### src/rtl/input_port_unit.sv
// Mesh router input port: flit FIFO on a req/ack link, XY route
// computation on head flits, allocator request and crossbar drive.
module input_port_unit #(
    parameter int ROUTER_X = 0,
    parameter int ROUTER_Y = 0,
    parameter int DEPTH    = 4
) (
    input  logic        clk,
    input  logic        rst,
    input  logic        req_in,
    input  logic [17:0] data_in,
    output logic        ack_in,
    output logic        req_port,
    output logic [2:0]  rout_port,
    input  logic        grant,
    output logic        req_out,
    output logic [17:0] data_out,
    input  logic        ack_out,
    output logic        proto_err
);

    localparam int AW = $clog2(DEPTH);
    localparam logic [1:0] RX = 2'(ROUTER_X);
    localparam logic [1:0] RY = 2'(ROUTER_Y);

    typedef enum logic [1:0] {IDLE, REQ, SEND} state_t;

    state_t        state;
    state_t        state_nxt;
    logic [17:0]   mem [DEPTH];
    logic [AW-1:0] rd_ptr;
    logic [AW-1:0] wr_ptr;
    logic [AW:0]   count;
    logic          full;
    logic          empty;
    logic          push;
    logic          pop;
    logic          err_set;
    logic          latch_route;
    logic [17:0]   head;
    logic [1:0]    dx;
    logic [1:0]    dy;
    logic [2:0]    route;

    assign full     = (count == (AW+1)'(DEPTH));
    assign empty    = (count == '0);
    assign head     = mem[rd_ptr];
    assign dx       = head[15:14];
    assign dy       = head[13:12];
    assign data_out = empty ? '0 : head;
    // ack_in high blocks the write so a held req_in is not captured twice
    assign push     = req_in && !full && !ack_in;
    assign req_port = (state != IDLE);

    always_comb begin
        route = 3'd0;
        if (dx > RX)
            route = 3'd3;
        else if (dx < RX)
            route = 3'd1;
        else if (dy > RY)
            route = 3'd4;
        else if (dy < RY)
            route = 3'd2;
    end

    always_comb begin
        state_nxt   = state;
        pop         = 1'b0;
        err_set     = 1'b0;
        latch_route = 1'b0;
        req_out     = 1'b0;
        case (state)
            IDLE: begin
                if (!empty) begin
                    if (head[16]) begin
                        state_nxt   = REQ;
                        latch_route = 1'b1;
                    end else begin
                        pop     = 1'b1;
                        err_set = 1'b1;
                    end
                end
            end
            REQ: begin
                if (grant)
                    state_nxt = SEND;
            end
            SEND: begin
                req_out = !empty && grant;
                pop     = req_out && ack_out;
                if (pop && head[17])
                    state_nxt = IDLE;
            end
            default: state_nxt = IDLE;
        endcase
    end

    always_ff @(posedge clk) begin
        if (push)
            mem[wr_ptr] <= data_in;
    end

    always_ff @(posedge clk) begin
        if (rst) begin
            state     <= IDLE;
            rd_ptr    <= '0;
            wr_ptr    <= '0;
            count     <= '0;
            ack_in    <= 1'b0;
            rout_port <= 3'd0;
            proto_err <= 1'b0;
        end else begin
            state  <= state_nxt;
            ack_in <= push;
            if (push)
                wr_ptr <= wr_ptr + AW'(1);
            if (pop)
                rd_ptr <= rd_ptr + AW'(1);
            case ({push, pop})
                2'b10:   count <= count + (AW+1)'(1);
                2'b01:   count <= count - (AW+1)'(1);
                default: count <= count;
            endcase
            if (latch_route)
                rout_port <= route;
            if (err_set)
                proto_err <= 1'b1;
        end
    end

endmodule
### config.mk
export PLATFORM = sky130hd
export DESIGN_NAME = input_port_unit
export DESIGN_NICKNAME = d
export VERILOG_FILES = /design/src/rtl/input_port_unit.sv
export SDC_FILE = /design/constraint.sdc
export NUM_CORES = 1
export LEC_CHECK = 0
export BUFFER_PORTS_ARGS = -buffer_cell sky130_fd_sc_hd__buf_2
export CAP_MARGIN = 20
export CORE_ASPECT_RATIO = 0.6
export CORE_MARGIN = 5
export CORE_UTILIZATION = 40
export CTS_BUF_LIST = sky130_fd_sc_hd__clkbuf_8
export DETAILED_ROUTE_END_ITERATION = 8
export GPL_TIMING_DRIVEN = 1
export MAX_ROUTING_LAYER = met4
export PLACE_DENSITY = 0.58
export SETUP_SLACK_MARGIN = 0.15
export SLEW_MARGIN = 20
export SYNTH_ARGS = -nofsm -noshare
export SYNTH_HDL_FRONTEND = slang
export SYNTH_SLANG_ARGS = --single-unit
export TNS_END_PERCENT = 1
### constraint.sdc
create_clock -name clk -period 5.9 [get_ports clk]
set_input_delay 0 -clock clk [delete_from_list [all_inputs] [get_ports clk]]
set_output_delay 0 -clock clk [all_outputs]
set_load 0.02 [all_outputs]
==> results.py <==
metrics = {
    "drt": {
        "dr.pass1.iters": 4,
        "vias": 1854,
        "wl_per_cell_microns": 16.01,
        "wirelength_mm": 6.195,
        "drt_iter0_drc": 121,
        "via_per_inst": 4.791,
        "drc": 0,
        "ant_nets": 0,
    },
    "power_and_ir_drop": {
        "power_mw": 1.799,
        "p_leak_nw": 1.518,
        "ir_worst_vdd_v": 0.0001387,
        "cellPowerDensity_mw_per_mm2": 428.5,
    },
    "sta": {
        "min_period_over_period_pct": 49.37,
        "max-slew-margin-rel_pct": 34.90,
        "setup_viol": 0,
        "hold_violations": 0,
        "min_period_ns": 2.913,
        "fin_tns_setup_ns": 0,
        "fin_worst_skew_ns": 0.009996,
        "fmax_mhz": 343.3,
        "slew_violations": 0,
        "rsz0062_at_grt": "false",
        "worst_slew_pin_slew_ns": 0.9765,
    },
    "logic_synthesis": {
        "ys_ff_latch": 87,
        "seq_area_frac_synth_pct": 71.12,
        "post_synth_num_cell_types": 32,
        "synth_nets": 227,
        "yosysWarnings": 0,
        "syn_area_per_cell_sq_um": 17.49,
        "syn_area_sq_mm": 0.003462,
        "ys_top_cells_by_area": "edfxtp_1 (62%), dfxtp_1 (8.7%), mux4_2 (7.8%)",
        "yosys.area.top_type": "edfxtp_1",
        "yosys.area.top_type_share_pct": 62.45,
        "syn_inst": 198,
    },
    "clocking": {
        "clock_latency_ns": 0.35,
        "cts_root_buf": "clkbuf_8",
        "ctsLongestPathBuffers": 2,
        "cts_sinks": 87,
        "clk_pin_slew_worst_paths_ns": 0.08,
        "cts_resized": 0,
        "cts_buffers": 9,
        "post_cts_buffers": 0,
        "cts_max_level": 3,
        "cts_tree": "yes",
    },
    "floorplanning": {
        "die_area_sq_mm": 0.01068,
        "io_pins": 48,
        "start_util_pct": 40.93,
        "die_h_microns": 82.07,
        "row_count": 26,
        "die_w_microns": 130.1,
        "core_sq_mm": 0.008458,
    },
    "global_routing": {
        "track_usage_pct": 13.04,
        "overflow": 0,
        "grt_max_degree": 22,
        "grt_pass1_wl_mm": 9.804,
        "grt_pass1_vias": 1899,
        "antenna_found_initial": 0,
    },
    "final_layout": {
        "drive_gt1_share_pct": 28.00,
        "syn_to_final_growth_pct": 21.25,
        "final_area_sq_mm": 0.004198,
        "fin_cells": 387,
        "fin_nets": 300,
        "antenna_cells": 0,
    },
    "worst_setup_path": {
        "cp-start-kind": "flop",
        "worstSetupPathType": "flop to flop",
        "endpoint_kind": "flop",
        "critPathMaxFanout": 18,
        "rr_worst_depth": 9,
        "required_ns": 6.19,
        "worst-endpoint-arrival_ns": 3.20,
    },
    "placement": {
        "dp_hpwl_mm": 3.963,
        "dpl_cell_area_sq_mm": 0.003814,
        "numPortBuffers": 47,
        "dp_cells": 351,
        "gp_congestion": 0.8109,
    },
    "worst_hold_path": {
        "hold_depth": 5,
        "hold_class": "primary input to flop",
        "min_from": "req_in",
    },
    "job": {
        "drv_cap": 0,
    },
    "status": {
        "status": "completed",
    },
}
[layout by cell type (no fill, tap or decap), types with 2 or more instances in the layout]
master          n
xor2_1          2
mux2i_1         2
dfxtp_1        15
edfxtp_1       72
mux4_1          6
inv_1          14
and2_1          4
ha_1            5
buf_2          47
nor2b_1        18
a21oi_1         9
buf_4           2
or2_2           2
dlygate4sd3_1  21
o21ai_0         3
nor2_1         12
mux4_2         12
nand3_1         3
clkbuf_8        9
or3_1           3
[cells by family after synthesis]
logic type                 share of synthesized area [%]
AOI/OAI and AO/OA                                  2.747
xor gates and xnor gates                          0.7591
adders and majority gates                          2.385
buffers and inverters                              2.349
DFF                                                71.12
muxes                                              12.94
and+or+nand+nor                                    7.698
[stage by stage]
step	util, %	hold WS, ns	setup slack (ns)
finish	49.63	0.1026	2.987
global route	49.63	0.1556	2.756
CTS	49.63	0.09796	2.928
detailed placement	45.09	0.2167	2.934
global placement	45.09	0.2197	2.964
floorplan	-	0.06907	3.432
[power breakdown]
group,leakage (nW),total [mW],switching [mW],internal (mW)
combinational,0.633,0.631,0.364,0.266
sequential,0.781,0.790,0.0419,0.748
clock,0.104,0.378,0.191,0.187
[cell usage after synthesis]
cell,n
edfxtp_1,72
nor2b_1,18
dfxtp_1,15
mux4_2,12
nor2_1,12
inv_1,10
a21oi_1,9
mux4_1,6
ha_1,5
and2_1,4
clkbuf_1,4
nand3_1,3
o21ai_0,3
or3_1,3
mux2i_1,2
nor3_1,2
or2_2,2
xor2_1,2
a311o_1,1
a311oi_1,1
a31o_2,1
buf_2,1
buf_4,1
buf_6,1
clkbuf_2,1
fa_1,1
nand2_1,1
nand4_1,1
o21a_1,1
or2_0,1
or3b_4,1
xnor2_1,1
[layout make-up]
cell class | instances | area (sq um)
inverters | 10 | 37.54
repair buffers | 70 | 460.4
multi-input cells | 93 | 923.4
flip-flops and latches | 87 | 2462
well taps | 112 | 140.1
clock inverters | 6 | 50.05
fillers | 710 | 4260
clock buffers | 9 | 123.9
[registers in the layout, summed over array words and instances, names as in the netlist, named ones only]
signal and count:
mem 72, wr_ptr 2, state 2, count 3, ack_in 1, proto_err 1
rout_port 2, rd_ptr 2
[final timing paths]
| check | end | slack [ns] |
|---|---|---|
| max | count[2]$_SDFFE_PP0P_ | 2.99 |
| min | ack_in$_SDFF_PP0_ | 0.10 |
| max reg2reg | count[2]$_SDFFE_PP0P_ | 2.99 |
| min reg2reg | rout_port[2]$_SDFFE_PP0P_ | 0.45 |
[repair_timing]
action	in CTS	in global routing
endpoints found under the setup margin	0	0
hold endpoints to repair	82	0
hold buffers	21	0
[worst max-delay path: stages, from the launching register on]
cell and delay [ns]:
dfxtp_1 0.88, mux4_2 0.45, o21a_1 0.21, nor2_1 0.10, ha_1 0.19, inv_1 0.06
fa_1 0.37, xor2_1 0.16, or3_1 0.30, a21oi_1 0.14
[routing by layer]
metal	track usage, %	vias to the layer above	part of all wire (%)
li1	-	896	-
met4	4.979	0	1.3
met3	4.678	7	4.3
met5	-	-	0
met2	19.07	31	45
met1	16.77	920	49
Note: power is estimated with default switching activity, not from simulation.
